## src/rtl/md_tx_responder.sv

```systemverilog
// MD TX responder: terminates the aligner's md_tx_* port, checks each transfer for legality,
// inserts programmable wait cycles and repacks accepted payload bytes into full bus words.
module md_tx_responder #(
    parameter int unsigned ALGN_DATA_WIDTH = 32,
    parameter int unsigned BUS_BYTES       = ALGN_DATA_WIDTH / 8,
    parameter int unsigned OFFSET_W        = (BUS_BYTES > 1) ? $clog2(BUS_BYTES) : 1,
    parameter int unsigned SIZE_W          = $clog2(BUS_BYTES) + 1,
    parameter int unsigned FIFO_BYTES      = 2 * BUS_BYTES
) (
    input  logic                        clk,
    input  logic                        reset_n,
    input  logic                        md_tx_valid,
    input  logic [ALGN_DATA_WIDTH-1:0]  md_tx_data,
    input  logic [OFFSET_W-1:0]         md_tx_offset,
    input  logic [SIZE_W-1:0]           md_tx_size,
    output logic                        md_tx_ready,
    output logic                        md_tx_err,
    input  logic [3:0]                  cfg_wait,
    output logic                        out_valid,
    output logic [ALGN_DATA_WIDTH-1:0]  out_data,
    input  logic                        out_ready,
    output logic [$clog2(FIFO_BYTES):0] fifo_level,
    output logic [15:0]                 cnt_ok,
    output logic [15:0]                 cnt_err
);
    localparam int unsigned LEVEL_W = $clog2(FIFO_BYTES) + 1;
    localparam int unsigned PTR_W   = $clog2(FIFO_BYTES);

    typedef enum logic [1:0] {StIdle, StWait, StResp} state_e;

    state_e                     state_q;
    logic [3:0]                 wait_q;
    logic [ALGN_DATA_WIDTH-1:0] resp_bytes_q;
    logic [SIZE_W-1:0]          resp_size_q;
    logic [7:0]                 mem_q [FIFO_BYTES];
    logic [PTR_W-1:0]           wr_ptr_q;
    logic [PTR_W-1:0]           rd_ptr_q;

    logic [SIZE_W:0]            end_sum;
    logic                       legal;
    logic [LEVEL_W-1:0]         free_bytes;
    logic                       has_space;
    logic                       push;
    logic                       pop;
    logic [LEVEL_W-1:0]         push_cnt;
    logic [LEVEL_W-1:0]         pop_cnt;

    always_comb begin
        // One extra bit so offset + size cannot wrap back into the legal range.
        end_sum    = (SIZE_W+1)'(md_tx_offset) + (SIZE_W+1)'(md_tx_size);
        legal      = (md_tx_size != '0) && (end_sum <= (SIZE_W+1)'(BUS_BYTES));
        free_bytes = LEVEL_W'(FIFO_BYTES) - fifo_level;
        has_space  = free_bytes >= LEVEL_W'(md_tx_size);
        push       = (state_q == StResp) && !md_tx_err;
        out_valid  = fifo_level >= LEVEL_W'(BUS_BYTES);
        pop        = out_valid && out_ready;
        push_cnt   = push ? LEVEL_W'(resp_size_q) : '0;
        pop_cnt    = pop ? LEVEL_W'(BUS_BYTES) : '0;
        out_data   = '0;
        for (int i = 0; i < int'(BUS_BYTES); i++) begin
            out_data[8*i +: 8] = mem_q[rd_ptr_q + PTR_W'(i)];
        end
    end

    always_ff @(posedge clk or negedge reset_n) begin
        if (!reset_n) begin
            state_q      <= StIdle;
            wait_q       <= '0;
            md_tx_ready  <= 1'b0;
            md_tx_err    <= 1'b0;
            resp_bytes_q <= '0;
            resp_size_q  <= '0;
            cnt_ok       <= '0;
            cnt_err      <= '0;
        end else begin
            unique case (state_q)
                StIdle: begin
                    md_tx_ready <= 1'b0;
                    md_tx_err   <= 1'b0;
                    if (md_tx_valid) begin
                        wait_q  <= cfg_wait;
                        state_q <= StWait;
                    end
                end
                StWait: begin
                    if (!md_tx_valid) begin
                        state_q <= StIdle;
                    end else if (wait_q != '0) begin
                        wait_q <= wait_q - 4'd1;
                    end else if (!legal || has_space) begin
                        state_q      <= StResp;
                        md_tx_ready  <= 1'b1;
                        md_tx_err    <= !legal;
                        // Pre-align so the first payload byte sits in bits [7:0].
                        resp_bytes_q <= md_tx_data >> {md_tx_offset, 3'b000};
                        resp_size_q  <= md_tx_size;
                    end
                end
                StResp: begin
                    state_q     <= StIdle;
                    md_tx_ready <= 1'b0;
                    md_tx_err   <= 1'b0;
                    if (md_tx_err) begin
                        if (cnt_err != 16'hFFFF) cnt_err <= cnt_err + 16'd1;
                    end else begin
                        if (cnt_ok != 16'hFFFF) cnt_ok <= cnt_ok + 16'd1;
                    end
                end
                default: state_q <= StIdle;
            endcase
        end
    end

    always_ff @(posedge clk or negedge reset_n) begin
        if (!reset_n) begin
            for (int i = 0; i < int'(FIFO_BYTES); i++) begin
                mem_q[i] <= '0;
            end
            wr_ptr_q   <= '0;
            rd_ptr_q   <= '0;
            fifo_level <= '0;
        end else begin
            if (push) begin
                for (int i = 0; i < int'(BUS_BYTES); i++) begin
                    if (i < int'(resp_size_q)) begin
                        mem_q[wr_ptr_q + PTR_W'(i)] <= resp_bytes_q[8*i +: 8];
                    end
                end
                wr_ptr_q <= wr_ptr_q + PTR_W'(resp_size_q);
            end
            if (pop) begin
                rd_ptr_q <= rd_ptr_q + PTR_W'(BUS_BYTES);
            end
            fifo_level <= fifo_level + push_cnt - pop_cnt;
        end
    end

endmodule

```

## config.mk

```make
export PLATFORM = sky130hd
export DESIGN_NAME = md_tx_responder
export DESIGN_NICKNAME = d
export VERILOG_FILES = /design/src/rtl/md_tx_responder.sv
export SDC_FILE = /design/constraint.sdc
export NUM_CORES = 1
export LEC_CHECK = 0
export CAP_MARGIN = 20
export CORE_UTILIZATION = 30
export DETAILED_ROUTE_END_ITERATION = 16
export PLACE_DENSITY = 0.46
export SLEW_MARGIN = 25
export SYNTH_ARGS = -nofsm -noshare
export SYNTH_HDL_FRONTEND = slang
export SYNTH_SLANG_ARGS = --single-unit
```

## constraint.sdc

```tcl
create_clock -name clk -period 3.7 [get_ports clk]
set_input_delay 0.925 -clock clk [delete_from_list [all_inputs] [get_ports clk]]
set_output_delay 0.925 -clock clk [all_outputs]
set_load 0.005 [all_outputs]
```

==> impl_metrics.json <==
{
  "wl_met1_um": 18540,
  "postCtsHoldBufs": 0,
  "path_class": "reg -> out",
  "ant_nets": 0,
  "numPortBuffers": 115,
  "regToRegSetupSlack_ns": 0.93,
  "fp.coreArea_sq_um": 34460,
  "syn_area_sq_um": 10460,
  "wl_met2_um": 17550,
  "post-cts-setup-buffer-count": 0,
  "ctsRootBufferMaster": "clkbuf_16",
  "layout.nets": 1270,
  "routed_via_density": 5.989,
  "start_kind": "flop",
  "num_io_pins": 116,
  "synth_cell_types": 65,
  "placed_area_sq_um": 11980,
  "drive_gt1_share_pct": 14.27,
  "hpwlAfterDp_um": 26170,
  "irDropWorstVdd_uv": 584.4,
  "grt_max_degree": 72,
  "drt_wl_total_um": 40700,
  "synth_edf_count": 0,
  "critPathSlowestCell": "buf_4",
  "switching_share_pct": 48.84,
  "yosysSeqAreaShare_pct": 35.15,
  "setup_slack_ns": 0.5260,
  "num_rows": 68,
  "grt_pass1_wl_um": 62200,
  "worst_setup_path_end_kind": "primary output",
  "diodes": 0,
  "ctsResizeCount": 0,
  "post-synth-top-count-cell": "dfrtp_1",
  "outcome": "finished, final reports clean",
  "layoutNonFillerInstCount": 1674,
  "fin_tns_setup_ns": 0,
  "tightest_slew_ns": 0.8689,
  "synth_top_family_by_area": "compound AO/OA/AOI/OAI gates",
  "ys_top_cells_by_count": "dfrtp_1 (147), nand3_1 (114), nor2_1 (73)",
  "report.final.hold_viol_count": 0,
  "gp_congestion": 0.8386,
  "setup_violations": 0,
  "synthArstFlopShare_pct": 100.0,
  "synthXorXnorAreaFrac_pct": 3.336,
  "synth_compound_area_share_pct": 25.74,
  "crit_buf_inv": 2,
  "synth.area.top_cells": "dfrtp_1 (35%), nand3_1 (5.5%), mux2_2 (4.6%), o221ai_1 (4.0%), and3_1 (3.6%)",
  "highest_layer": "met4",
  "seq_power_share_pct": 32.0,
  "post_drt_wl_per_cell_um": 24.31,
  "critPathRequiredTime_ns": 2.77,
  "hold_path.class": "reg -> reg",
  "synth_top_area_share_pct": 35.15,
  "cap_violations": 0,
  "h-tree-depth": 4,
  "critPathTopFamily": "buffers and inverters",
  "cts_made_buffers": 17,
  "p_int_mw": 4.647,
  "relSlewSlack_pct": 42.07,
  "vias": 10030,
  "power.switching_mw": 4.436,
  "fillers": 3537,
  "clockBufferDepth": 2,
  "worst_skew_pair.late_latency_ns": 0.45,
  "fin_crit_sh_pct": 85.78,
  "finalCriticalPeriod_ns": 3.174,
  "synthSimpleGateAreaFrac_pct": 18.31,
  "yosysWarnings": 0,
  "post_synth_inst_count": 1157,
  "rsz0062_at_grt": "no",
  "grt-ovfl-total": 0,
  "cts_tree": "done",
  "slew_violations": 0,
  "total_power_mw": 9.082,
  "clock_skew_ns": 0.01278,
  "design_area_sq_um": 12580,
  "first_pass_iters": 5,
  "crit_chain": "buf_4 > mux2_2 > clkdlybuf4s50_1",
  "start_util_pct": 30.37,
  "die_area_sq_um": 35630,
  "clkPwrFrac_pct": 20.2,
  "clk_pin_slew_ns": 0.07,
  "first_iter_violations": 698,
  "synthesis.nets": 1221,
  "fmax_mhz": 315.1,
  "place_ws_ns": 0.1915,
  "synthAdderAreaFrac_pct": 2.487,
  "area_growth_syn_to_layout_pct": 20.23,
  "p_leak_nw": 4.776,
  "cts.sinks": 147,
  "cellPowerDensity_nw_per_um2": 721.9,
  "fp.dieH_um": 188.8,
  "synth_seq_cells": 147,
  "synth.area.mux_share_pct": 8.932,
  "grt_pass1_vias": 9846,
  "syn_avg_cell_area_sq_um": 9.044,
  "ys.flop_type": "dfrtp_1",
  "place_inst": 1642,
  "die_x_um": 188.8,
  "post-route-drc-count": 0,
  "crit_fanout": 32,
  "grt_usage_pct": 23.08,
  "p_comb_share_pct": 47.7,
  "synth_top_cell_by_area": "dfrtp_1",
  "crit_arrival_ns": 2.25,
  "crit_path_max_incr_delay_ns": 0.49,
  "met3_length_um": 2629,
  "antenna_found_initial": 0
}
[power groups by stage]
| stage | logic [mW] | registers [mW] | clock network (mW) |
|---|---|---|---|
| after floorplan | 3.21 | 2.13 | 0 |
| after global placement | 4.23 | 2.91 | 0 |
| after detailed placement | 4.28 | 2.92 | 0 |
| after CTS | 4.30 | 2.88 | 1.87 |
| after global routing | 4.71 | 2.92 | 1.93 |
| final | 4.34 | 2.91 | 1.84 |
[worst register-to-register path: stages, from the launching register on]
cell	delay, ns
dfrtp_1	0.63
inv_1	0.16
ha_1	0.52
nor3b_1	0.09
buf_4	0.19
a22oi_1	0.65
o221ai_1	0.26
o22ai_1	0.19
[sequential cells by signal (all words and copies together), names as in the netlist]
register / count
cnt_err: 16
cnt_ok: 16
state_q: 2
fifo_level: 4
wr_ptr_q: 3
mem_q: 64
md_tx_ready: 1
wait_q: 4
resp_size_q: 3
resp_bytes_q: 32
rd_ptr_q: 1
md_tx_err: 1
[cell families after synthesis]
family | Yosys count
buf+inv | 146
simple gates | 362
mux | 79
xor+xnor | 39
fa+ha+maj | 19
compound gates | 365
flops | 147
[metal layers]
metal | up-vias | track usage [%]
met2 | 429 | 34.02
met4 | 0 | 11.88
met5 | - | 0
met3 | 94 | 4.042
li1 | 4550 | -
met1 | 4952 | 32.13
[area by class of cell]
class | instances | area [sq um] | area share, %
Sequential cell | 147 | 3679 | 29.24
Timing Repair Buffer | 156 | 1485 | 11.81
Inverter | 20 | 80.08 | 0.6365
Clock buffer | 18 | 429.2 | 3.411
Tap cell | 455 | 569.3 | 4.525
Multi-Input combinational cell | 864 | 6170 | 49.04
Clock inverter | 14 | 168.9 | 1.343
[stage by stage]
step | hold WS, ns | util (%)
6_report | 0.4822 | 36.51
3_5_place_dp | 0.4726 | 34.77
5_1_grt | 0.5028 | 36.51
3_3_place_gp | 0.4639 | 34.77
2_1_floorplan | 0.4704 | -
4_1_cts | 0.4827 | 36.51
[layout by cell type (no fill, tap or decap), types with 15 or more instances in the layout]
cell	count
nand2_1	32
inv_1	19
a31oi_1	33
buf_4	39
a21oi_1	15
nor2_1	73
clkdlybuf4s50_1	114
mux2_4	18
a21boi_0	16
dfrtp_1	147
o221ai_1	48
o22ai_1	17
mux2i_1	18
o21ai_0	61
a311oi_1	16
xnor2_1	27
a31o_2	16
and3_1	60
clkbuf_16	17
ha_1	16
nand3_1	114
mux2_2	43
a211oi_1	40
o2bb2ai_1	32
[path summary, 6_finish.rpt]
check | start | endpoint | cells after the start
max | rd_ptr_q[2]$_DFFE_PN0P_ | out_data[24] | 3
min | rd_ptr_q[2]$_DFFE_PN0P_ | rd_ptr_q[2]$_DFFE_PN0P_ | 1
max reg2reg | wr_ptr_q[1]$_DFFE_PN0N_ | mem_q[39]$_DFFE_PN0N_ | 7
min reg2reg | rd_ptr_q[2]$_DFFE_PN0P_ | rd_ptr_q[2]$_DFFE_PN0P_ | 1
max in group asynchronous | reset_n | cnt_err[5]$_DFFE_PN0P_ | 2
min in group asynchronous | reset_n | mem_q[49]$_DFFE_PN0N_ | 1
(Power assumes the default switching activity.)
